$ cat config.mk
export PLATFORM = sky130hd
export DESIGN_NAME = data_mem_arbiter
export DESIGN_NICKNAME = d
export VERILOG_FILES = /design/src/rtl/data_mem_arbiter.sv
export SDC_FILE = /design/constraint.sdc
export NUM_CORES = 1
export LEC_CHECK = 0
export CORE_AREA = 2 2 107 109
export CTS_BUF_LIST = sky130_fd_sc_hd__clkbuf_4 sky130_fd_sc_hd__clkbuf_8
export DETAILED_ROUTE_END_ITERATION = 16
export DIE_AREA = 0 0 109 111
export PLACE_DENSITY = 0.7
export SETUP_SLACK_MARGIN = 0.5
export SLEW_MARGIN = 40
export SYNTH_ARGS = -nofsm -noshare
export SYNTH_HDL_FRONTEND = slang
export SYNTH_SLANG_ARGS = --single-unit
$ cat constraint.sdc
create_clock -name clk -period 2.6 [get_ports clk]
set_clock_uncertainty 0.05 [all_clocks]
set_input_delay 0.26 -clock clk [delete_from_list [all_inputs] [get_ports clk]]
set_output_delay 0.26 -clock clk [all_outputs]
set_load 0.1 [all_outputs]
$ cat src/rtl/data_mem_arbiter.sv
// CPU/host arbiter for one single-port data memory with read-return routing.
// Optional conflict counter: define DATA_MEM_ARB_PERF_EN.
module data_mem_arbiter #(
  parameter int AW       = 12,
  parameter int MAX_WAIT = 8,
  parameter int CW       = 4
) (
  input  logic          clk,
  input  logic          rst_n,
  input  logic          cpu_req,
  input  logic          cpu_we,
  input  logic [AW-1:0] cpu_addr,
  input  logic [31:0]   cpu_wdata,
  output logic          cpu_gnt,
  output logic          cpu_rvalid,
  output logic [31:0]   cpu_rdata,
  input  logic          host_req,
  input  logic          host_we,
  input  logic [AW-1:0] host_addr,
  input  logic [31:0]   host_wdata,
  output logic          host_gnt,
  output logic          host_rvalid,
  output logic [31:0]   host_rdata,
  output logic          mem_en,
  output logic          mem_we,
  output logic [AW-1:0] mem_addr,
  output logic [31:0]   mem_wdata,
  input  logic [31:0]   mem_rdata,
  output logic [31:0]   conflict_cnt
);

  typedef enum logic [1:0] {
    IDLE,
    CPU_RD,
    HOST_RD
  } state_e;

  state_e        state_q;
  logic [CW-1:0] wait_q;
  logic [CW-1:0] wait_d;
  logic          force_gnt;

  assign force_gnt = host_req
                   && (wait_q >= CW'(MAX_WAIT));
  assign host_gnt  = host_req
                   && (force_gnt || !cpu_req);
  assign cpu_gnt   = cpu_req && !host_gnt;
  assign mem_en    = cpu_gnt || host_gnt;

  always_comb begin
    mem_we    = 1'b0;
    mem_addr  = '0;
    mem_wdata = '0;
    unique case (1'b1)
      cpu_gnt: begin
        mem_we    = cpu_we;
        mem_addr  = cpu_addr;
        mem_wdata = cpu_wdata;
      end
      host_gnt: begin
        mem_we    = host_we;
        mem_addr  = host_addr;
        mem_wdata = host_wdata;
      end
      default: ;
    endcase
  end

  // Starvation counter saturates rather than wrapping.
  always_comb begin
    wait_d = wait_q;
    if (!host_req || host_gnt)
      wait_d = '0;
    else if (wait_q != '1)
      wait_d = wait_q + 1'b1;
  end

  always_ff @(posedge clk or negedge rst_n) begin
    if (!rst_n) begin
      state_q <= IDLE;
      wait_q  <= '0;
    end else begin
      wait_q <= wait_d;
      unique case (1'b1)
        cpu_gnt && !cpu_we:   state_q <= CPU_RD;
        host_gnt && !host_we: state_q <= HOST_RD;
        default:              state_q <= IDLE;
      endcase
    end
  end

  assign cpu_rvalid  = (state_q == CPU_RD);
  assign host_rvalid = (state_q == HOST_RD);
  assign cpu_rdata   = cpu_rvalid  ? mem_rdata : '0;
  assign host_rdata  = host_rvalid ? mem_rdata : '0;

`ifdef DATA_MEM_ARB_PERF_EN
  logic [31:0] conflict_q;

  always_ff @(posedge clk or negedge rst_n) begin
    if (!rst_n)
      conflict_q <= '0;
    else if (cpu_req && host_req)
      conflict_q <= conflict_q + 32'd1;
  end

  assign conflict_cnt = conflict_q;
`else
  assign conflict_cnt = '0;
`endif

endmodule
Yosys cells after proc, flatten, opt, wreduce, memory -nomap -nowiden
Index checks and enable logic that the tools add are counted.
{"block": "word_totals", "register_bits": 6, "input_bits": 126}
{"block": "classes", "n_addsub": 1, "n_lt_le_gt_ge": 1, "eq_ne": 3, "n_mux": 8, "n_reduce_logical": 14}
{"operator": "$mux 32", "count": 2}
{"operator": "$pmux 32 s2", "count": 1}
{"operator": "$pmux 12 s2", "count": 1}
{"operator": "$mux 4", "count": 2}
{"operator": "$logic_and 1x1->1", "count": 5}
{"operator": "$logic_not 1->1", "count": 5}
{"operator": "$add 4x1->4 const B", "count": 1}
{"operator": "$ge 4x4->1 const B", "count": 1}
{"operator": "$ne 4x4->1 const B", "count": 1}
{"operator": "$pmux 2 s2", "count": 1}
{"operator": "$logic_or 1x1->1", "count": 3}
{"operator": "$eq 2x1->1 const B", "count": 1}
{"operator": "$eq 2x2->1 const B", "count": 1}
{"operator": "$pmux 1 s2", "count": 1}
{"operator": "$reduce_bool 2->1", "count": 1}

Depth between registers and ports, before layout
{"block": "logic_depth", "depth_word": 8, "ltp_mapped": 5, "depth_no_buf": 3}

Worst setup path before layout
No wires, ideal clock.
{"block": "synth_timing", "path_kind": "register to output", "startpoint": "register state_q[1]", "endpoint": "output port cpu_rdata[22]", "arrival_ns": 1.912, "required_time_ns": 2.290, "slack_ns": 0.378, "path_stages_with_launch": 4, "path_cell_list": "dfrtp_1 > nor2b_1 > buf_2 > and2_1"}
{"block": "synth_between", "elab_chain_len": 2}
{"element": "start: declaration", "line_no": "38", "source": "state_e state_q;"}
{"element": "start signal: assignment", "line_no": "80", "source": "state_q <= IDLE;"}
{"element": "start signal: assignment", "line_no": "85", "source": "cpu_gnt && !cpu_we: state_q <= CPU_RD;"}
{"element": "start signal: assignment", "line_no": "86", "source": "host_gnt && !host_we: state_q <= HOST_RD;"}
{"element": "$eq 2x1->1", "line_no": "92", "source": "assign cpu_rvalid = (state_q == CPU_RD);"}
{"element": "via cpu_rvalid", "line_no": "15", "source": "output logic cpu_rvalid,"}
{"element": "$mux 32", "line_no": "94", "source": "assign cpu_rdata = cpu_rvalid ? mem_rdata : '0;"}
{"element": "end: declaration", "line_no": "16", "source": "output logic [31:0] cpu_rdata,"}
The timed path passes the listed nets, and every way through them passes these cells.

Worst setup path after layout
{"block": "layout_timing", "startpoint": "input port cpu_req", "endpoint": "output port mem_wdata[15]"}
{"block": "layout_between", "elab_chain_len": 6}
{"element": "start: declaration", "line_no": "10", "source": "input logic cpu_req,"}
{"element": "$logic_not 1->1", "line_no": "46", "source": "&& (force_gnt || !cpu_req);"}
{"element": "$logic_or 1x1->1", "line_no": "46"}
{"element": "$logic_and 1x1->1", "line_no": "46"}
{"element": "$logic_not 1->1", "line_no": "47", "source": "assign cpu_gnt = cpu_req && !host_gnt;"}
{"element": "$logic_and 1x1->1", "line_no": "47"}
{"element": "$pmux 32 s2 *", "line_no": "54", "source": "unique case (1'b1)"}
{"element": "end: declaration", "line_no": "27", "source": "output logic [31:0] mem_wdata,"}
Every way passes the cells marked *; elsewhere a longest branch is shown, timed or not.

==> impl_metrics.csv <==
group,metric,value,unit
cts,tritoncts,"built",
placed_design,io_buffers,239,
detailed_routing,routed-via-count,2305,
cts,cts_root_buffer,"clkbuf_8",
cts,clock_latency,230,ps
final_layout,fill_cell_count,1001,
critical_path,critical_path_arrival,1700,ps
critical_path,criticalPathCategory,"input pin to output port",
die,io_pins,272,
timing,grt_setup_unrepaired,"no",
critical_path,critPathMaxFanout,27,
synthesis,postSynthRegisterBits,6,
synthesis,synthesis.area_per_instance,8.07,sq um
detailed_routing,drt_wl_total,8280,um
global_routing,grt_pass1_vias,2322,
die,floorplan.die.height,111,um
synthesis,synthesis.instances,190,
timing,setup-violations-final,0,
status,status,"completed",
die,die_width,109,um
final_layout,final_std_cells_w_o_fill,560,
final_layout,final_net_count,547,
final_layout,synthToLayoutAreaGrowth,234,%
cts,clkSlewWorstSetupHoldPaths,40,ps
critical_path,endpoint_kind,"output port",
cts,htree_num_levels,1,
detailed_routing,drtAntennaViolNets,0,
flow_run,max_cap_violations,0,
critical_path,worst_ep_required_time,2290,ps
power,vdd_ir_drop_max,0.241,mV
synthesis,synth-warning-count,0,
global_routing,grt_start_max_net_pins,51,
detailed_routing,vias_per_cell,4.12,
synthesis,ys_seq_area_share,9.80,%
global_routing,total_overflow_reported_by_the_global_router,0,
placed_design,globalplace.congestion,0.803,
detailed_routing,drt_pass1_iterations,4,
synthesis,netlist_area,1530,sq um
timing,min_period_over_period,77.1,%
final_layout,drive_above_1_share,37.4,%
cts,tritoncts.num_buffers,3,
timing,whs,228,ps
cts,cts.sinks,6,
placed_design,dp_cells,556,
die,initial_standard_cell_utilization_of_the_core,13.8,%
global_routing,grtUsageTotal,12.9,%
synthesis,netlist-cell-type-count,20,
worst_hold_path,timing.hold.worst.class,"input pin to asynchronous set/reset pin",
power,power_density,362,nW/um^2
critical_path,worstSetupStartpointType,"input pin",
die,core.rowCount,39,
die,core_area,11100,sq um
timing,peak_clock_frequency_supported_by_timing,499,MHz
detailed_routing,drc,0,
timing,finalMaxSlewViolations,0,
placed_design,hpwlAfterDp,7050,um
detailed_routing,detail_route.iter0.violations,66,
final_layout,antenna_cells,0,
timing,totalNegativeSetupSlack,0,ps
cts,ctsLongestPathBuffers,2,
global_routing,grt_pass1_wl,12300,um
power,static-leakage-power,2.12,nW
detailed_routing,post_drt_wl_per_cell,14.8,um
global_routing,antenna_violations_before_repair,0,
timing,period_minus_slack,2010,ps
timing,hold_fails_final_rpt,0,
die,floorplan.die_area,12100,sq um
## kinds of logic (layout without fill, tap and decap cells)
group | count (synthesis) | in the layout | synth area share [%]
and+or+nand+nor | 78 | 78 | 31.4
buffers and inverters | 56 | 252 | 26.2
AOI/OAI and AO/OA | 46 | 46 | 30.1
DFF | 6 | 6 | 9.80
adders and majority gates | 2 | 2 | 1.63
other | 1 | 32 | 0.245
xor gates and xnor gates | 1 | 1 | 0.572
## critical path: stages
cell and delay [ps]:
clkdlybuf4s50_1 540, a21boi_4 270, buf_12 200, a32o_1 230, buf_12 200
## cells in the mapped netlist (all sizes together)
master  instances  area, sq um
a21boi          1         11.3
xnor2           1         8.76
nand2b          1         6.26
nand3b          1         7.51
nor2b           4         25.0
a32o           45          450
and3            1         6.26
and2           65          407
nor2            3         11.3
or2             1         6.26
buf            47          368
inv             2         7.51
ha              2         25.0
nand3           1         5.00
dfrtp           6          150
clkbuf          7         26.3
conb            1         3.75
nor3b           1         7.51
## power breakdown
part           leakage [nW]  total (mW)  switching [mW]  internal (mW)
registers            0.0811      0.0993         0.00255         0.0968
clock network        0.0216       0.146          0.0458         0.0999
logic                  2.02        1.61            1.04          0.564
## cell type report
| class | count | area (sq um) | area share, % |
|---|---|---|---|
| Clock buffer | 3 | 41.3 | 0.807 |
| Inverter | 2 | 7.51 | 0.147 |
| Multi-Input combinational cell | 159 | 1150 | 22.4 |
| Sequential cell | 6 | 150 | 2.94 |
| Tap cell | 143 | 179 | 3.50 |
| Timing Repair Buffer | 247 | 3590 | 70.2 |
## routing by layer
layer / wire (um) / global-route usage (%)
met2: 4420 / 24.9
met4: 161 / 4.36
met5: 0 / 0
met1: 2680 / 12.5
met3: 1030 / 4.29
## final timing paths
kind,from,end,slack [ps],cells past startpoint
max,cpu_req,mem_wdata[15],590,5
min,rst_n,state_q[0],230,1
max reg2reg,wait_q[3],state_q[0],1470,3
min reg2reg,wait_q[0],wait_q[0],430,1
max in group asynchronous,rst_n,wait_q[3],2050,1
min in group clk,wait_q[0],wait_q[0],430,1
## timing repair
item	in CTS	in global routing
hold buffers	0	0
endpoints found under the setup margin	38	22
resized for setup	0	1
buffers inserted	1	0
pin swaps	0	0
## registers in the layout (all words and copies together), names as in the netlist
register	count
state_q	2
wait_q	4
## layout by cell type, fill, tap and decap left out
master / n
buf_4: 8
nor2b_4: 1
dfrtp_1: 6
nor2b_2: 1
buf_12: 114
buf_2: 1
nor3b_1: 1
and3_1: 1
conb_1: 32
inv_1: 2
nand2b_1: 1
ha_1: 2
a32o_1: 37
clkbuf_8: 3
nand3_1: 1
nor2b_1: 2
nor2_1: 3
or2_2: 1
a21boi_4: 1
xnor2_1: 1
a32o_2: 8
nand3b_1: 1
clkdlybuf4s50_1: 124
and2_2: 18
and2_1: 47
## metrics by stage
stage | util, % | instance area (sq um) | setup WS [ps] | power [mW]
6_report | 46.2 | 5110 | 595 | 1.85
5_1_grt | 46.2 | 5110 | 541 | 1.90
4_1_cts | 46.1 | 5110 | 503 | 1.86
3_5_place_dp | 45.7 | 5060 | 371 | 1.71
3_3_place_gp | 45.7 | 5060 | 480 | 1.70
2_1_floorplan | - | 1680 | 645 | 1.12
Power figures use the tool's default switching activity.
